### src/rtl/poly_op_seq_if.sv
// poly_op_seq_if: handshake between the Kyber controller and the operation sequencer
interface poly_op_seq_if;
    logic       start;
    logic [1:0] mode_in;
    logic       abort;
    logic       start_ready;
    logic       busy;
    logic [1:0] mode;
    logic [7:0] clk_counter;
    logic       rd_en;
    logic       wr_en;
    logic       done;
    modport master (
        output start, mode_in, abort,
        input  start_ready, busy, mode, clk_counter, rd_en, wr_en, done
    );
    modport slave (
        input  start, mode_in, abort,
        output start_ready, busy, mode, clk_counter, rd_en, wr_en, done
    );
endinterface

### src/rtl/poly_op_seq.sv
// poly_op_seq: sequences one NTT/INVNTT/MULT/ADDSUB pass over the poly RAM
module poly_op_seq #(
    parameter int NTT_RD_LEN  = 224,
    parameter int NTT_WB_LAT  = 7,
    parameter int MULT_RD_LEN = 128,
    parameter int MULT_WB_LAT = 13,
    parameter int AS_RD_LEN   = 64,
    parameter int AS_WB_LAT   = 5
) (
    input  logic          clk,
    input  logic          rst,
    poly_op_seq_if.slave  bus
);
    typedef enum logic [1:0] {IDLE, READ, DRAIN, DONE} state_t;

    state_t     state, state_nx;
    logic [7:0] cnt, cnt_nx, rd_len, lat, end_cnt, diff;
    logic [1:0] mode, mode_nx;
    logic       act, win;

    // per-mode read length and writeback latency, taken from the latched mode
    always_comb begin
        rd_len  = mode == 2'd3 ? 8'(AS_RD_LEN) : mode == 2'd2 ? 8'(MULT_RD_LEN) : 8'(NTT_RD_LEN);
        lat     = mode == 2'd3 ? 8'(AS_WB_LAT) : mode == 2'd2 ? 8'(MULT_WB_LAT) : 8'(NTT_WB_LAT);
        end_cnt = rd_len + lat - 8'd1;
    end

    // strobes: reads cover the READ phase, writes trail them by the pipeline latency
    always_comb begin
        act  = state == READ || state == DRAIN;
        win  = act && cnt >= lat && cnt <= end_cnt;
        diff = cnt - lat;
        bus.wr_en = win && (mode == 2'd3 ? diff[0] : mode == 2'd2 ? &diff[1:0] : 1'b1);
        bus.rd_en = state == READ;
        bus.busy = act;
        bus.start_ready = state == IDLE;
        bus.done = state == DONE;
        bus.mode = mode;
        bus.clk_counter = cnt;
    end

    // next state; abort only matters while an operation is running
    always_comb begin
        state_nx = state;
        cnt_nx   = cnt;
        mode_nx  = mode;
        unique case (state)
            IDLE: begin
                cnt_nx = 8'd0;
                if (bus.start) begin
                    state_nx = READ;
                    mode_nx  = bus.mode_in;
                end
            end
            READ: begin
                cnt_nx = cnt + 8'd1;
                if (cnt == rd_len - 8'd1) state_nx = DRAIN;
                if (bus.abort) begin
                    state_nx = IDLE;
                    cnt_nx   = 8'd0;
                end
            end
            DRAIN: begin
                cnt_nx = cnt + 8'd1;
                if (cnt == end_cnt) begin
                    state_nx = DONE;
                    cnt_nx   = 8'd0;
                end
                if (bus.abort) begin
                    state_nx = IDLE;
                    cnt_nx   = 8'd0;
                end
            end
            DONE: begin
                state_nx = IDLE;
                cnt_nx   = 8'd0;
            end
        endcase
    end

    // state, counter and mode registers
    always_ff @(posedge clk or posedge rst) begin
        if (rst) begin
            state <= IDLE;
            cnt   <= 8'd0;
            mode  <= 2'd0;
        end else begin
            state <= state_nx;
            cnt   <= cnt_nx;
            mode  <= mode_nx;
        end
    end
endmodule

### src/flat_wrapper.sv
// flat-port wrapper written by rule: the top's interface ports become plain ports
module poly_op_seq_flat 
#(
    parameter int NTT_RD_LEN  = 224,
    parameter int NTT_WB_LAT  = 7,
    parameter int MULT_RD_LEN = 128,
    parameter int MULT_WB_LAT = 13,
    parameter int AS_RD_LEN   = 64,
    parameter int AS_WB_LAT   = 5
)
  (clk, rst, bus_start, bus_mode_in, bus_abort, bus_start_ready, bus_busy, bus_mode, bus_clk_counter, bus_rd_en, bus_wr_en, bus_done);
  poly_op_seq_if bus_i ();
  input  logic clk;
  input  logic rst;
  input wire logic [$bits(bus_i.start)-1:0] bus_start;
  input wire logic [$bits(bus_i.mode_in)-1:0] bus_mode_in;
  input wire logic [$bits(bus_i.abort)-1:0] bus_abort;
  output wire logic [$bits(bus_i.start_ready)-1:0] bus_start_ready;
  output wire logic [$bits(bus_i.busy)-1:0] bus_busy;
  output wire logic [$bits(bus_i.mode)-1:0] bus_mode;
  output wire logic [$bits(bus_i.clk_counter)-1:0] bus_clk_counter;
  output wire logic [$bits(bus_i.rd_en)-1:0] bus_rd_en;
  output wire logic [$bits(bus_i.wr_en)-1:0] bus_wr_en;
  output wire logic [$bits(bus_i.done)-1:0] bus_done;
  assign bus_i.start = bus_start;
  assign bus_i.mode_in = bus_mode_in;
  assign bus_i.abort = bus_abort;
  assign bus_start_ready = bus_i.start_ready;
  assign bus_busy = bus_i.busy;
  assign bus_mode = bus_i.mode;
  assign bus_clk_counter = bus_i.clk_counter;
  assign bus_rd_en = bus_i.rd_en;
  assign bus_wr_en = bus_i.wr_en;
  assign bus_done = bus_i.done;
  poly_op_seq #(.NTT_RD_LEN(NTT_RD_LEN), .NTT_WB_LAT(NTT_WB_LAT), .MULT_RD_LEN(MULT_RD_LEN), .MULT_WB_LAT(MULT_WB_LAT), .AS_RD_LEN(AS_RD_LEN), .AS_WB_LAT(AS_WB_LAT)) u_core (.clk(clk), .rst(rst), .bus(bus_i));
endmodule
### config.mk
export PLATFORM = sky130hd
export DESIGN_NAME = poly_op_seq_flat
export DESIGN_NICKNAME = d
export VERILOG_FILES = /design/src/rtl/poly_op_seq_if.sv /design/src/rtl/poly_op_seq.sv /design/src/flat_wrapper.sv
export SDC_FILE = /design/constraint.sdc
export NUM_CORES = 1
export LEC_CHECK = 0
export BUFFER_PORTS_ARGS = -buffer_cell sky130_fd_sc_hd__buf_2
export CAP_MARGIN = 5
export CORE_MARGIN = 1
export CORE_UTILIZATION = 23
export DETAILED_ROUTE_END_ITERATION = 12
export HOLD_SLACK_MARGIN = 0.08
export PLACE_DENSITY_LB_ADDON = 0.25
export SETUP_SLACK_MARGIN = 0.3
export SYNTH_ARGS = -nofsm -noshare
export SYNTH_HDL_FRONTEND = slang
export SYNTH_SLANG_ARGS = --single-unit
### constraint.sdc
create_clock -name clk -period 1.95 [get_ports clk]
set_input_delay 0 -clock clk [delete_from_list [all_inputs] [get_ports clk]]
set_output_delay 0 -clock clk [all_outputs]
set_load 0.05 [all_outputs]
Word level (Yosys, flattened, before mapping):

Index checks and enable logic that the tools add are counted.

* add/sub/neg operators: 5
* order comparisons: 2
* eq/ne operators: 10
* mux-type cells: 16
* reductions and logical operators: 9

Operator list (number)
* $mux 8: 4
* $pmux 8 s3: 1
* $eq 8x8->1: 2
* $sub 8x1->8 const B: 2
* $mux 2: 5
* $add 8x1->8 const B: 1
* $add 8x8->8: 1
* $eq 2x2->1 const B: 4
* $ge 8x8->1: 1
* $le 8x8->1: 1
* $mux 4: 2
* $pmux 2 s4: 1
* $mux 7: 1
* $reduce_and 2->1: 2
* $logic_and 1x1->1: 3
* $ne 3x2->1 const B: 1
* $ne 3x3->1 const B: 1
* $reduce_and 3->1: 1
* $eq 2x1->1 const B: 1
* $logic_not 2->1: 1
* $mux 1: 2
* $ne 2x2->1 const B: 1
* $reduce_or 2->1: 1
* $sub 2x2->2: 1
* $logic_or 1x1->1: 1

* register bits after elaboration: 12
* bits of input ports: 6
* output and inout bits: 15

Depth between registers and ports, before layout:

* word-level depth: 9
* mapped depth: 8

Worst setup path after synthesis:

Ideal clock, no wire load.

* kind: register -> output
* start: reg u_core.mode[1] (netlist: u_core.bus.mode[1])
* end: out bus_wr_en
* arrival: 2298 ps
* data required time: 1950 ps
* slack: -348 ps
* cell stages (with the launch flop): 9
* path buffers: 0
* cell sequence: dfrtp_1 -> clkinv_1 -> nor2_1 -> inv_1 -> ha_1 -> nand2_1 -> o21ai_0 -> a221oi_1 -> o2111a_1

* word-level cells in the longest chain between the ends: 8

RTL lines
* start: declaration: RTL line poly_op_seq.sv:18 `logic [1:0] mode, mode_nx;`
* start signal: assignment: RTL line poly_op_seq.sv:90 `mode <= mode_nx;`
* $eq 2x2->1: RTL line poly_op_seq.sv:23, poly_op_seq.sv:24, poly_op_seq.sv:33
* $mux 4 or $mux 7 (tied branches): RTL line poly_op_seq.sv:24, poly_op_seq.sv:23
* $mux 4 or $mux 8 (tied branches): RTL line poly_op_seq.sv:24, poly_op_seq.sv:23
* $add 8x8->8 or $sub 2x2->2 (tied branches): RTL line poly_op_seq.sv:25, poly_op_seq.sv:32
* $sub 8x1->8 or $reduce_and 2->1 (tied branches): RTL line poly_op_seq.sv:25, poly_op_seq.sv:33
* $le 8x8->1 or $mux 1 (tied branches): RTL line poly_op_seq.sv:31, poly_op_seq.sv:33
* $logic_and 1x1->1 or $mux 1 (tied branches): RTL line poly_op_seq.sv:31, poly_op_seq.sv:33
* $logic_and 1x1->1 *: RTL line poly_op_seq.sv:33 `bus.wr_en = win && (mode == 2'd3 ? diff[0] : mode == 2'd2 ? &diff[1:0] : 1'b1);`
* end: declaration: RTL line flat_wrapper.sv:23 `output wire logic [$bits(bus_i.wr_en)-1:0] bus_wr_en;`

Every way passes the cells marked *; elsewhere a longest branch is shown, timed or not.

Worst setup path in the final report:

Same ends and word-level chain as after synthesis.

==> impl_metrics.tcl <==
set metrics [dict create \
    skew_ps 5.72 \
    drtAntennaViolNets 0 \
    final_cell_mix "buf_2, nor2_1, dfrtp_1" \
    dp_hpwl_um 1630 \
    synth.distinct_cells 31 \
    drv_slew 0 \
    dp_cells 160 \
    fmax_mhz 520 \
    syn_inst 92 \
    cts_max_level 1 \
    rr_endpoint "u_core.bus.clk_counter[3]$_DFF_PP0_" \
    hold_viol 0 \
    rsz0062_at_grt "yes" \
    grt_pass1_vias 757 \
    area_growth_pct 48.8 \
    cp.arrival_ps 1920 \
    min_from "bus_abort" \
    initial_core_util 0.249 \
    critPathMaxFanout 4 \
    ff2ff_setup_slack_ps 50 \
    crit_path_start_kind "flip-flop" \
    final_cells 171 \
    cp-end-kind "primary output" \
    vias 764 \
    grt_pass1_wl_um 3650 \
    routed_wl_um 2260 \
    finalSetupViolations 0 \
    viasPerCell 4.47 \
    die_y_um 63 \
    drive_gt1_frac 0.464 \
    gp_congestion 0.867 \
    rr_worst_depth 8 \
    drc 0 \
    power.total_mw 1.66 \
    critPathKind "flip-flop to primary output" \
    yosys_warnings 0 \
    fp.dieW_um 63 \
    grt-ovfl-total 0 \
    hold-path-endpoint "u_core.state[0]$_DFFE_PP0P_" \
    final_common_cell "buf_2" \
    diodes 0 \
    core_mm2 0.00344 \
    cts_buffer_depth 2 \
    p_leak_nw 0.564 \
    worst_skew_pair.late_latency_ps 240 \
    relSlewSlack 0.661 \
    cts.sinks 12 \
    cts_root_buf "clkbuf_8" \
    r2r-start "u_core.bus.mode[1]$_DFFE_PP0P_" \
    tightest_slew_ps 507 \
    irDropWorstVdd_uv 309 \
    clk_pin_slew_ps 50 \
    dp_slack_ps 54.1 \
    die_area_mm2 0.00397 \
    cts-buffers-inserted 3 \
    nets 143 \
    layout_setup_ws_ps 25.9 \
    track_usage 0.123 \
    routedWlPerCell_um 13.2 \
    drtIter0Drc 25 \
    outcome "complete, no violations" \
    min_period_ps 1920 \
    power.density_mw_per_mm2 1300 \
    cts_tree "done" \
    cap_violations 0 \
    syn_area_um2 856 \
    hold_class "input pin to flip-flop" \
    grt_max_degree 13 \
    ioPinCount 21 \
    hold_depth 4 \
    antenna_found_initial 0 \
    ys_seq_area_frac 0.351 \
    avgSynthCellArea_um2 9.30 \
    cp.required_ps 1950 \
    row_count 21 \
    synth_seq_cells 12 \
    period_share 0.987 \
    synth_nets 109 \
    io_buffers 20 \
    drt_pass1_iterations 4 \
]
-- logic make-up (layout without fill, tap and decap cells) --
kind of cell / after synthesis / in the layout / share of synthesized area
compound gates: 14 / 14 / 0.134
mux: 4 / 4 / 0.0497
flops: 12 / 12 / 0.351
xor+xnor: 7 / 7 / 0.0716
simple gates: 32 / 32 / 0.178
fa+ha+maj: 11 / 11 / 0.161
buf+inv: 12 / 45 / 0.0541
-- how the worst max path moves through the flow --
stage                     cells after the start  slack (ps)                            from        end
final                                         9          30  u_core.bus.mode[1]$_DFFE_PP0P_  bus_wr_en
after global routing                          9         -40  u_core.bus.mode[1]$_DFFE_PP0P_  bus_wr_en
after CTS                                     7          60  u_core.bus.mode[1]$_DFFE_PP0P_  bus_wr_en
after floorplan                               8          40  u_core.bus.mode[1]$_DFFE_PP0P_  bus_wr_en
after detailed placement                      9          50  u_core.bus.mode[1]$_DFFE_PP0P_  bus_wr_en
after global placement                        9          80  u_core.bus.mode[1]$_DFFE_PP0P_  bus_wr_en
-- worst max-delay path: stages (launching register included) --
cell and delay [ps]:
dfrtp_2 410, clkinv_4 70, nor2_4 150, inv_2 60, ha_4 210, nand2_2 80
o21ai_2 60, a221oi_2 230, o2111a_2 250, buf_8 140
-- stage by stage --
step | instance area [um2] | setup TNS (ps) | utilization | hold WS [ps]
2_1_floorplan | 872 | 0 | - | -136
3_3_place_gp | 1050 | 0 | 0.305 | 42.4
3_5_place_dp | 1050 | 0 | 0.305 | 50.8
4_1_cts | 1230 | 0 | 0.357 | 130
5_1_grt | 1270 | -143 | 0.370 | 180
6_report | 1270 | 0 | 0.370 | 138
-- cell usage after synthesis --
library cell	n	area [um2]
nor2_1	15	56.3
o2111ai_2	1	15.0
o211ai_1	2	15.0
o21ai_0	3	15.0
o311ai_2	1	16.3
mux2_2	2	22.5
and3_1	1	6.26
xnor2_1	5	43.8
clkbuf_1	1	3.75
o21ai_1	1	5.00
inv_1	9	33.8
nor2b_1	2	12.5
o21ai_2	1	8.76
nand3b_1	1	7.51
xor2_1	2	17.5
clkinv_1	1	3.75
buf_2	1	5.00
mux2i_1	2	20.0
nand3_1	3	15.0
nand2_1	4	15.0
ha_1	11	138
dfrtp_1	12	300
and2_1	1	6.26
o21a_1	1	7.51
nand4b_1	2	17.5
a21oi_1	1	5.00
nand4_1	1	6.26
a21o_1	1	7.51
o2111a_1	1	11.3
nor3_1	2	10.0
a221oi_1	1	8.76
-- cell type report --
class | instances | area [um2]
Inverter | 10 | 42.5
Timing Repair Buffer | 31 | 200
Multi-Input combinational cell | 68 | 614
Sequential cell | 12 | 304
Clock buffer | 4 | 55.1
Fill cell | 344 | 2170
Tap cell | 46 | 57.6
-- registers in the layout, indices dropped and copies added, names as in the netlist --
register and flops:
u_core.state 2, u_core.bus.mode 2, u_core.bus.clk_counter 8
-- routing by layer --
metal  routed length, um  track usage  vias up
met2                1100        0.204       19
met4                  62       0.0872        0
met1                1030        0.142      361
met3                  71       0.0182        4
li1                    -            -      380
met5                   0            0        -
-- timing repair --
| item | CTS | global route |
|---|---|---|
| setup buffers | 4 | 0 |
| endpoints found under the hold margin | 14 | 0 |
| pin swaps | 2 | 8 |
| gates cloned | 0 | 0 |
| endpoints found under the setup margin | 11 | 11 |
| resized for setup | 10 | 12 |
| hold buffers | 3 | 0 |
-- power by group --
group	internal, mW	leakage (nW)	switching [mW]	total, mW
registers	0.305	0.156	0.0634	0.368
logic	0.367	0.380	0.649	1.02
clock network	0.178	0.0288	0.0936	0.272
Note: power is estimated with default switching activity, not from simulation.
